### src/rtl/muldiv_pkg.sv
`default_nettype none
// ============================================================================
// Module      : muldiv_pkg
// Description : Shared definitions for the RV32M multiply/divide unit and the
//               ID/EX decode logic: state encoding, funct3 codes, special-case
//               result constants and a conditional-negate helper.
// Revision    : 1.0 - initial release
// ============================================================================
package muldiv_pkg;

  localparam int MD_XLEN = 32;

  // FSM state encoding (kept as plain constants for legacy decode compatibility)
  typedef logic [1:0] muldiv_state_t;
  localparam muldiv_state_t ST_IDLE = 2'd0;
  localparam muldiv_state_t ST_CALC = 2'd1;
  localparam muldiv_state_t ST_DONE = 2'd2;

  // M-extension funct3 codes
  localparam logic [2:0] F3_MUL    = 3'b000;
  localparam logic [2:0] F3_MULH   = 3'b001;
  localparam logic [2:0] F3_MULHSU = 3'b010;
  localparam logic [2:0] F3_MULHU  = 3'b011;
  localparam logic [2:0] F3_DIV    = 3'b100;
  localparam logic [2:0] F3_DIVU   = 3'b101;
  localparam logic [2:0] F3_REM    = 3'b110;
  localparam logic [2:0] F3_REMU   = 3'b111;

  localparam logic [MD_XLEN-1:0] DIV_BY_ZERO_Q = {MD_XLEN{1'b1}};
  localparam logic [MD_XLEN-1:0] INT_MIN       = {1'b1, {(MD_XLEN-1){1'b0}}};

  // Two's-complement negate when neg is set; used both to take operand
  // magnitudes and to restore the sign of a quotient/remainder.
  function automatic logic [MD_XLEN-1:0] cond_neg(input logic [MD_XLEN-1:0] v,
                                                  input logic neg);
    return neg ? (~v + {{(MD_XLEN-1){1'b0}}, 1'b1}) : v;
  endfunction

endpackage
`default_nettype wire

### src/rtl/execute_muldiv.sv
`default_nettype none
// ============================================================================
// Module      : execute_muldiv
// Description : Iterative RV32M multiply/divide unit for the execute stage.
//               One radix-2 step per cycle (shift-add multiply, restoring
//               divide); divide-by-zero and signed overflow bypass iteration.
// Revision    : 1.0 - initial release
// Ports       : clk, reset      - clock, synchronous active-high reset
//               flush           - abort in-flight operation
//               start           - ID/EX holds a valid M-op
//               funct3          - M-op select
//               op_a, op_b      - rs1 / rs2 values after forwarding
//               rd_in           - destination register
//               stall           - freeze PC, IF/ID, ID/EX
//               done            - one-cycle pulse, result/rd_out valid
//               result, rd_out  - registered result and its destination
// ============================================================================
module execute_muldiv #(
  parameter int XLEN = 32
) (
  input  logic            clk,
  input  logic            reset,
  input  logic            flush,
  input  logic            start,
  input  logic [2:0]      funct3,
  input  logic [XLEN-1:0] op_a,
  input  logic [XLEN-1:0] op_b,
  input  logic [4:0]      rd_in,
  output logic            stall,
  output logic            done,
  output logic [XLEN-1:0] result,
  output logic [4:0]      rd_out
);
  import muldiv_pkg::*;

  muldiv_state_t   state;
  logic [5:0]      count;
  logic [2:0]      f3_q;
  logic [4:0]      rd_q;
  logic            neg_q;
  // opnd: multiplicand (mul) or divisor (div).
  // hi:lo: product accumulator (mul) or remainder:dividend/quotient (div).
  logic [XLEN-1:0] opnd;
  logic [XLEN-1:0] hi;
  logic [XLEN-1:0] lo;

  // ---------------- accept-time decode ----------------
  logic            w_is_div, w_a_signed, w_b_signed, w_sa, w_sb, w_neg;
  logic [XLEN-1:0] w_mag_a, w_mag_b, w_special_val;
  logic            w_div_zero, w_overflow, w_special;

  assign w_is_div   = funct3[2];
  // Divide group: DIV/REM signed (funct3[0]=0). Multiply group: MULHU fully
  // unsigned, and op_b is signed only for MUL/MULH (funct3[1]=0).
  assign w_a_signed = w_is_div ? ~funct3[0] : (funct3 != F3_MULHU);
  assign w_b_signed = w_is_div ? ~funct3[0] : ~funct3[1];
  assign w_sa       = w_a_signed & op_a[XLEN-1];
  assign w_sb       = w_b_signed & op_b[XLEN-1];
  assign w_mag_a    = cond_neg(op_a, w_sa);
  assign w_mag_b    = cond_neg(op_b, w_sb);
  // Remainder follows the dividend; everything else follows sign(a)^sign(b).
  assign w_neg      = (w_is_div & funct3[1]) ? w_sa : (w_sa ^ w_sb);

  assign w_div_zero = w_is_div & (op_b == '0);
  assign w_overflow = ((funct3 == F3_DIV) || (funct3 == F3_REM)) &&
                      (op_a == INT_MIN) && (op_b == {XLEN{1'b1}});
  assign w_special  = w_div_zero | w_overflow;
  always_comb begin
    w_special_val = '0;
    if (w_div_zero) w_special_val = funct3[1] ? op_a : DIV_BY_ZERO_Q;
    else            w_special_val = funct3[1] ? '0 : INT_MIN;
  end

  // ---------------- iteration step ----------------
  logic [XLEN:0]     w_sum;
  logic [XLEN:0]     w_shift, w_diff;
  logic              w_ge;
  logic [XLEN-1:0]   w_hi_n, w_lo_n;

  assign w_sum   = {1'b0, hi} + {1'b0, (lo[0] ? opnd : {XLEN{1'b0}})};
  assign w_shift = {hi, lo[XLEN-1]};
  assign w_diff  = w_shift - {1'b0, opnd};
  assign w_ge    = ~w_diff[XLEN];

  always_comb begin
    if (f3_q[2]) begin
      w_hi_n = w_ge ? w_diff[XLEN-1:0] : w_shift[XLEN-1:0];
      w_lo_n = {lo[XLEN-2:0], w_ge};
    end else begin
      w_hi_n = w_sum[XLEN:1];
      w_lo_n = {w_sum[0], lo[XLEN-1:1]};
    end
  end

  // ---------------- sign fix-up and result select ----------------
  // Computed from the post-step values so the result register is loaded on the
  // edge into DONE and is already valid while done is high.
  logic [2*XLEN-1:0] w_prod, w_prod_fix;
  logic [XLEN-1:0]   w_final;

  assign w_prod     = {w_hi_n, w_lo_n};
  assign w_prod_fix = neg_q ? (~w_prod + {{(2*XLEN-1){1'b0}}, 1'b1}) : w_prod;

  always_comb begin
    w_final = '0;
    case (f3_q)
      F3_MUL:                   w_final = w_prod_fix[XLEN-1:0];
      F3_MULH, F3_MULHSU,
      F3_MULHU:                 w_final = w_prod_fix[2*XLEN-1:XLEN];
      F3_DIV, F3_DIVU:          w_final = cond_neg(w_lo_n, neg_q);
      default:                  w_final = cond_neg(w_hi_n, neg_q);
    endcase
  end

  // ---------------- FSM / datapath registers ----------------
  always_ff @(posedge clk) begin
    if (reset) begin
      state  <= ST_IDLE;
      count  <= 6'd0;
      f3_q   <= 3'd0;
      rd_q   <= 5'd0;
      neg_q  <= 1'b0;
      opnd   <= '0;
      hi     <= '0;
      lo     <= '0;
      result <= '0;
      rd_out <= 5'd0;
    end else if (flush) begin
      state <= ST_IDLE;
      count <= 6'd0;
    end else begin
      case (state)
        ST_IDLE: begin
          if (start) begin
            f3_q  <= funct3;
            rd_q  <= rd_in;
            neg_q <= w_neg;
            opnd  <= w_is_div ? w_mag_b : w_mag_a;
            hi    <= '0;
            lo    <= w_is_div ? w_mag_a : w_mag_b;
            count <= 6'd0;
            if (w_special) begin
              result <= w_special_val;
              rd_out <= rd_in;
              state  <= ST_DONE;
            end else begin
              state  <= ST_CALC;
            end
          end
        end
        ST_CALC: begin
          hi <= w_hi_n;
          lo <= w_lo_n;
          if (count == 6'd31) begin
            count  <= 6'd0;
            result <= w_final;
            rd_out <= rd_q;
            state  <= ST_DONE;
          end else begin
            count  <= count + 6'd1;
          end
        end
        // start is still the finishing instruction here, so it is ignored.
        ST_DONE: state <= ST_IDLE;
        default: state <= ST_IDLE;
      endcase
    end
  end

  assign stall = ~reset & ~flush &
                 (((state == ST_IDLE) & start) | (state == ST_CALC));
  assign done  = ~reset & ~flush & (state == ST_DONE);

endmodule
`default_nettype wire

### config.mk
export PLATFORM = sky130hd
export DESIGN_NAME = execute_muldiv
export DESIGN_NICKNAME = d
export VERILOG_FILES = /design/src/rtl/muldiv_pkg.sv /design/src/rtl/execute_muldiv.sv
export SDC_FILE = /design/constraint.sdc
export NUM_CORES = 1
export LEC_CHECK = 0
export ABC_AREA = 1
export CORE_MARGIN = 10
export CORE_UTILIZATION = 45
export CTS_BUF_LIST = sky130_fd_sc_hd__clkbuf_4 sky130_fd_sc_hd__clkbuf_8
export CTS_CLUSTER_SIZE = 8
export DETAILED_ROUTE_END_ITERATION = 6
export GPL_TIMING_DRIVEN = 0
export PLACE_DENSITY = 0.73
export SLEW_MARGIN = 20
export SYNTH_ARGS = -nofsm -noshare
export SYNTH_HDL_FRONTEND = slang
export SYNTH_SLANG_ARGS = --single-unit
### constraint.sdc
create_clock -name clk -period 4.5 [get_ports clk]
set_clock_uncertainty 0.05 [all_clocks]
set_input_delay 0.9 -clock clk [delete_from_list [all_inputs] [get_ports clk]]
set_output_delay 0.9 -clock clk [all_outputs]
set_load 0.005 [all_outputs]
Word level (Yosys, flattened, before mapping)
Cells that the tools add are included.

word-level totals
  input bits = 76
  word-level logic and storage cells = 107
  output and inout bits = 39
  bits in registers = 150

operators by class
  muxes and demuxes = 37
  add/subtract/negate cells = 8
  equal/unequal tests = 16
  bitwise logic cells = 21
  reduce and logical (&&, ||, !) cells = 15

operator list
  operator                                                               count
  32-bit two-way mux                                                     18
  32-bit one-hot mux with 2 select lines                                 3
  32-bit by 1-bit adder with 32-bit output, second input constant        4
  32-bit NOT                                                             4
  32-bit one-hot mux with 3 select lines                                 1
  64-bit by 1-bit adder with 64-bit output, second input constant        1
  32-bit equality test, second input constant                            2
  64-bit two-way mux                                                     1
  64-bit NOT                                                             1
  32-bit by 32-bit adder with 33-bit output                              1
  33-bit by 32-bit subtractor with 33-bit output                         1
  32-bit zero test                                                       1
  5-bit two-way mux                                                      3
  3-bit equality test, second input constant                             4
  6-bit two-way mux                                                      2
  6-bit one-hot mux with 2 select lines                                  1
  5-bit one-hot mux with 2 select lines                                  1
  1-bit bitwise AND                                                      8
  6-bit by 1-bit adder with 6-bit output, second input constant          1
  3-bit by 2-bit equality test with 1-bit output, second input constant  2
  6-bit by 5-bit equality test with 1-bit output, second input constant  1
  2-bit two-way mux                                                      3
  2-bit != test, second input constant                                   3
  3-bit AND reduction                                                    2
  18 further kinds                                                       28

Depth between registers and ports, before layout
  depth after elaboration = 9
  depth in mapped cells = 36
  gate-level depth less buffers = 36

Worst setup path after synthesis
Ideal clock, no wire load.

  path kind = reg-to-reg
  start point = register lo[31]
  end point = register result[30]
  setup time = 0.122 ns
  cell stages (with the launch flop) = 37
  data required time = 4.328 ns
  arrival = 3.727 ns
  setup slack = 0.601 ns
  period minus slack after synthesis = 3.899 ns
  path buffers = 0
  cell sequence = dfxtp_1 > inv_1 > ha_1 > inv_1 > fa_1 > nand2_1 > nand2_1 > nand3_2 > nand2_2 > nand2_2 > nand2_2 > nand2_4 > nand2_2 > nand2_4 > nand3_1 > nand2_1 > ha_1 > nand3_1 > nor2_1 > nand2_1 > nor2_2 > nand2_1 > nor2_2 > nand2_1 > or2_1 > nor2_1 > nand3_2 > inv_1 > nand2_1 > nand2_2 > nand2_1 > nand2_1 > nand2_1 > nand2_1 > nand2_1 > nand2_1 > a21oi_2

on the way
  longest elaborated chain between the ends = 9
  elaborated cells between the ends (all ways) = 17
  those cells by class = 4 x add/sub; 9 x mux; 4 x bitwise

RTL lines
  what                                                                                                         RTL line                                    text
  start, declared                                                                                              execute_muldiv.sv:45                        logic [XLEN-1:0] lo;
  start signal, assigned                                                                                       execute_muldiv.sv:140                       lo <= w_is_div ? w_mag_a : w_mag_b;
  start signal, assigned                                                                                       execute_muldiv.sv:153                       lo <= w_lo_n;
  33-bit by 32-bit subtractor with 33-bit output                                                               execute_muldiv.sv:82                        assign w_diff = w_shift - {1'b0, opnd};
  32-bit two-way mux / 1-bit NOT (equally long branches)                                                       execute_muldiv.sv:87, execute_muldiv.sv:83
  32-bit two-way mux                                                                                           execute_muldiv.sv:86                        if (f3_q[2]) begin
  64-bit NOT / 32-bit NOT (equally long branches)                                                              execute_muldiv.sv:102, muldiv_pkg.sv:36
  64-bit by 1-bit adder with 64-bit output / 32-bit by 1-bit adder with 32-bit output (equally long branches)  execute_muldiv.sv:102, muldiv_pkg.sv:36
  64-bit two-way mux / 32-bit two-way mux (equally long branches)                                              execute_muldiv.sv:102, muldiv_pkg.sv:36
  32-bit one-hot mux with 3 select lines (*)                                                                   execute_muldiv.sv:106                       case (f3_q)
  32-bit two-way mux (*)                                                                                       execute_muldiv.sv:154                       if (count == 6'd31) begin
  32-bit one-hot mux with 2 select lines (*)                                                                   execute_muldiv.sv:132                       case (state)
  end signal, assigned                                                                                         execute_muldiv.sv:143                       result <= w_special_val;
  end signal, assigned                                                                                         execute_muldiv.sv:156                       result <= w_final;
  end, declared                                                                                                execute_muldiv.sv:31                        output logic [XLEN-1:0] result,

Every way passes the cells marked *; elsewhere a longest branch is shown, timed or not. The select of a mux whose other input is x is not followed.
A chain may end at the register's enable or synchronous reset.

Worst setup path after layout
  start point = register hi[21]
  end point = register result[24]

on the way
  longest elaborated chain between the ends = 9
  elaborated cells between the ends (all ways) = 18
  those cells by class = 5 x add/sub; 9 x mux; 4 x bitwise

RTL lines
  what                                                                                                         RTL line                                    text
  start, declared                                                                                              execute_muldiv.sv:44                        logic [XLEN-1:0] hi;
  start signal, assigned                                                                                       execute_muldiv.sv:152                       hi <= w_hi_n;
  33-bit by 32-bit subtractor with 33-bit output                                                               execute_muldiv.sv:82
  32-bit two-way mux / 1-bit NOT (equally long branches)                                                       execute_muldiv.sv:87, execute_muldiv.sv:83
  32-bit two-way mux                                                                                           execute_muldiv.sv:86
  64-bit NOT / 32-bit NOT (equally long branches)                                                              execute_muldiv.sv:102, muldiv_pkg.sv:36
  64-bit by 1-bit adder with 64-bit output / 32-bit by 1-bit adder with 32-bit output (equally long branches)  execute_muldiv.sv:102, muldiv_pkg.sv:36
  64-bit two-way mux / 32-bit two-way mux (equally long branches)                                              execute_muldiv.sv:102, muldiv_pkg.sv:36
  32-bit one-hot mux with 3 select lines (*)                                                                   execute_muldiv.sv:106
  32-bit two-way mux (*)                                                                                       execute_muldiv.sv:154
  32-bit one-hot mux with 2 select lines (*)                                                                   execute_muldiv.sv:132

Marked as above.

==> impl_metrics.py <==
metrics = {
    "sta": {
        "worst_pin_slew_ns": 1.02,
        "maxSlewViolCount": 0,
        "worst_slack_ns": 0.0109,
        "setup-tns-final_ns": 0,
        "fin_crit_sh_pct": 99.8,
        "max_freq_ghz": 0.223,
        "finalHoldViolations": 0,
        "max_slew_margin_pct": 31.5,
        "setup_viol": 0,
        "layout_min_cycle_time_ns": 4.49,
    },
    "yosys": {
        "synth_area_leaders": "nand2_1, dfxtp_1, inv_1, nor2_1, nand3_1",
        "ys.flop_type": "dfxtp_1",
        "syn_area_sq_um": 18100,
        "synth-edff-count": 0,
        "syn-instance-count": 3275,
        "yosys.cell_types.count": 54,
        "synthTopCellsByCount": "nand2_1, inv_1, nor2_1",
        "netlist.area_leader.share_pct": 20.2,
        "yosysMostFrequentCell": "nand2_1",
        "synth.largest_area_cell": "nand2_1",
        "synth_fp_nets": 3423,
        "synth_seq_cells": 150,
        "ys.warnings.count": 0,
        "avgSynthCellArea_sq_um": 5.53,
        "synthArstFlopShare_pct": 0,
        "ys_seq_area_share_pct": 16.6,
    },
    "route": {
        "drt_wl_total_mm": 87.4,
        "vias": 22600,
        "first_pass_iters": 6,
        "drtIter0Drc": 2678,
        "drc": 0,
        "final_antenna_net_count": 0,
        "vias_per_cell": 5.70,
        "wl_per_cell_um": 22.1,
    },
    "worst_setup_path": {
        "critPathCaptureType": "flip-flop",
        "timing.setup.critical_path_class": "flip-flop to flip-flop",
        "cp_common_cell": "nand2_1",
        "crit_family": "simple AND/OR/NAND/NOR gates",
        "reg2regPathDepth": 32,
        "crit_required_ns": 4.91,
        "crit_arrival_ns": 4.90,
        "crit_start": "hi[21]",
        "worstSetupStartpointType": "flip-flop",
        "worst-path-buf-inv": 3,
        "cp.depth": 32,
        "critPathCapture": "result[24]",
        "reg2reg_from": "hi[21]",
        "crit_path_max_incr_delay_ns": 0.53,
        "crit_fanout": 5,
        "slowest_stage": "dfxtp_1",
        "r2r-end": "result[24]",
        "ff2ff_setup_slack_ns": 0.01,
    },
    "cts": {
        "clkLatencyLatePin_ns": 0.53,
        "cts_buffer_depth": 2,
        "cts-root-buf": "clkbuf_8",
        "cts_made_buffers": 17,
        "htree_num_levels": 4,
        "cts_tree": "yes",
        "clock_sinks": 150,
        "clk_pin_slew_ns": 0.11,
        "hold_buffers": 0,
    },
    "finish": {
        "fin_util_pct": 52.5,
        "nFillCells": 4377,
        "fin_nets": 3568,
        "syn_to_final_growth_pct": 15.1,
        "post-route-cell-area_sq_um": 20800,
        "drive_above_1_share_pct": 8.80,
        "antenna_cells": 0,
    },
    "power_and_ir_drop": {
        "leakagePower_nw": 10.5,
        "vdd_drop_max_mv": 0.347,
        "p_per_area_nw_per_um2": 238,
        "totalPowerFinal_mw": 4.97,
    },
    "floorplanning": {
        "die_y_um": 221,
        "coreArea_sq_um": 39700,
        "die-width_um": 221,
        "io_pins": 115,
        "dieArea_sq_um": 48700,
        "start_util_pct": 45.6,
        "rows": 73,
    },
    "run": {
        "max_cap_viol_count": 0,
    },
    "global_route": {
        "grt_pass1_wl_mm": 128,
        "grt_use_total_pct": 35.1,
        "grt_max_degree": 19,
        "grt_overflow": 0,
        "grt_pass1_vias": 20800,
        "antenna_found_initial": 1,
    },
    "placed_design": {
        "placed_area_sq_um": 19900,
        "gp_congestion": 1.06,
        "port_buffers": 113,
        "dp_hpwl_mm": 73.0,
        "dpl_worst_slack_ns": -0.885,
    },
    "hold_path": {
        "min_path_type": "flip-flop to flip-flop",
    },
    "outcome": {
        "status": "finished clean",
    },
}
-- power breakdown --
part	internal, mW	switching (mW)
combinational	0.715	1.64
clock	0.481	0.688
sequential	1.39	0.0539
total	2.58	2.38
-- flip-flops by register name (all words and copies together) (netlist names), 3 cells and up --
signal and flops:
rd_q 5, opnd 32, rd_out 5, lo 32
hi 32, result 32, count 6, f3_q 3
-- per-layer routing --
metal	global-route usage, %	up-vias	wire length [um]
li1	-	10800	-
met4	23.0	2	6710
met3	8.17	288	9290
met1	43.7	10100	34500
met2	53.6	1299	36900
met5	0	-	13
-- repair_timing --
item                       CTS  global route
setup buffers                8             6
resized for setup           35            94
hold endpoints to repair     0             0
setup endpoints to repair   23            28
pin swaps                   11            16
cloned                       0             0
-- layout make-up --
class	count	area [sq um]	share of cell area [%]
buffer	121	563	2.70
clock buffer	17	234	1.12
clock inverter	15	200	0.960
inverter	494	1850	8.89
multi-input combinational	2509	13000	62.6
sequential	150	3060	14.7
tap	525	657	3.15
timing repair buffer	127	1240	5.93
-- how the worst min path moves through the flow --
stage | from | endpoint | slack, ns | cells after the start
6_report | rd_q[3] | rd_out[3] | 0.44 | 2
5_1_grt | rd_q[0] | rd_out[0] | 0.46 | 2
4_1_cts | lo[2] | lo[2] | 0.44 | 2
3_5_place_dp | rd_q[1] | rd_q[1] | 0.43 | 2
3_3_place_gp | rd_q[1] | rd_q[1] | 0.42 | 2
2_1_floorplan | count[1] | count[1] | 0.40 | 2
-- per-stage QoR --
stage,hold WS (ns),cells
5_1_grt,0.464,3958
3_5_place_dp,0.425,3913
3_3_place_gp,0.417,3913
6_report,0.442,3958
4_1_cts,0.442,3953
2_1_floorplan,0.403,3275
-- placed cells by master, fill, tap and decap left out, drive strengths merged, types with 2 or more instances in the layout --
cell	count
nand2	1031
inv	496
nor2	367
nand3	259
a21oi	227
o21ai	198
dfxtp	150
clkdlybuf4s50	113
clkbuf	95
xor2	74
ha	70
buf	57
nor3	37
o211ai	34
nand4	30
a221oi	26
nand3b	23
o221ai	23
a31oi	22
xnor2	19
o21bai	12
clkinv	12
a22oi	10
nor4	9
o21a	6
or2	6
and3	5
a21o	4
o31ai	3
a211oi	3
a21boi	2
and2	2
o22ai	2
fa	2
-- worst register-to-register path: cells and delay by family (launching register included) --
kind | cells | cell delay [ns]
simple gates | 24 | 2.55
compound gates | 3 | 0.54
fa+ha+maj | 2 | 0.54
buf+inv | 3 | 0.22
flops | 1 | 0.53
-- kinds of logic after synthesis --
kind of cell	Yosys count	synth area share, %
buf+inv	616	13.3
flops	150	16.6
xor+xnor	93	4.50
fa+ha+maj	72	5.06
simple gates	1770	42.1
compound gates	574	18.5
No activity file was read; power rests on OpenSTA's default activity.
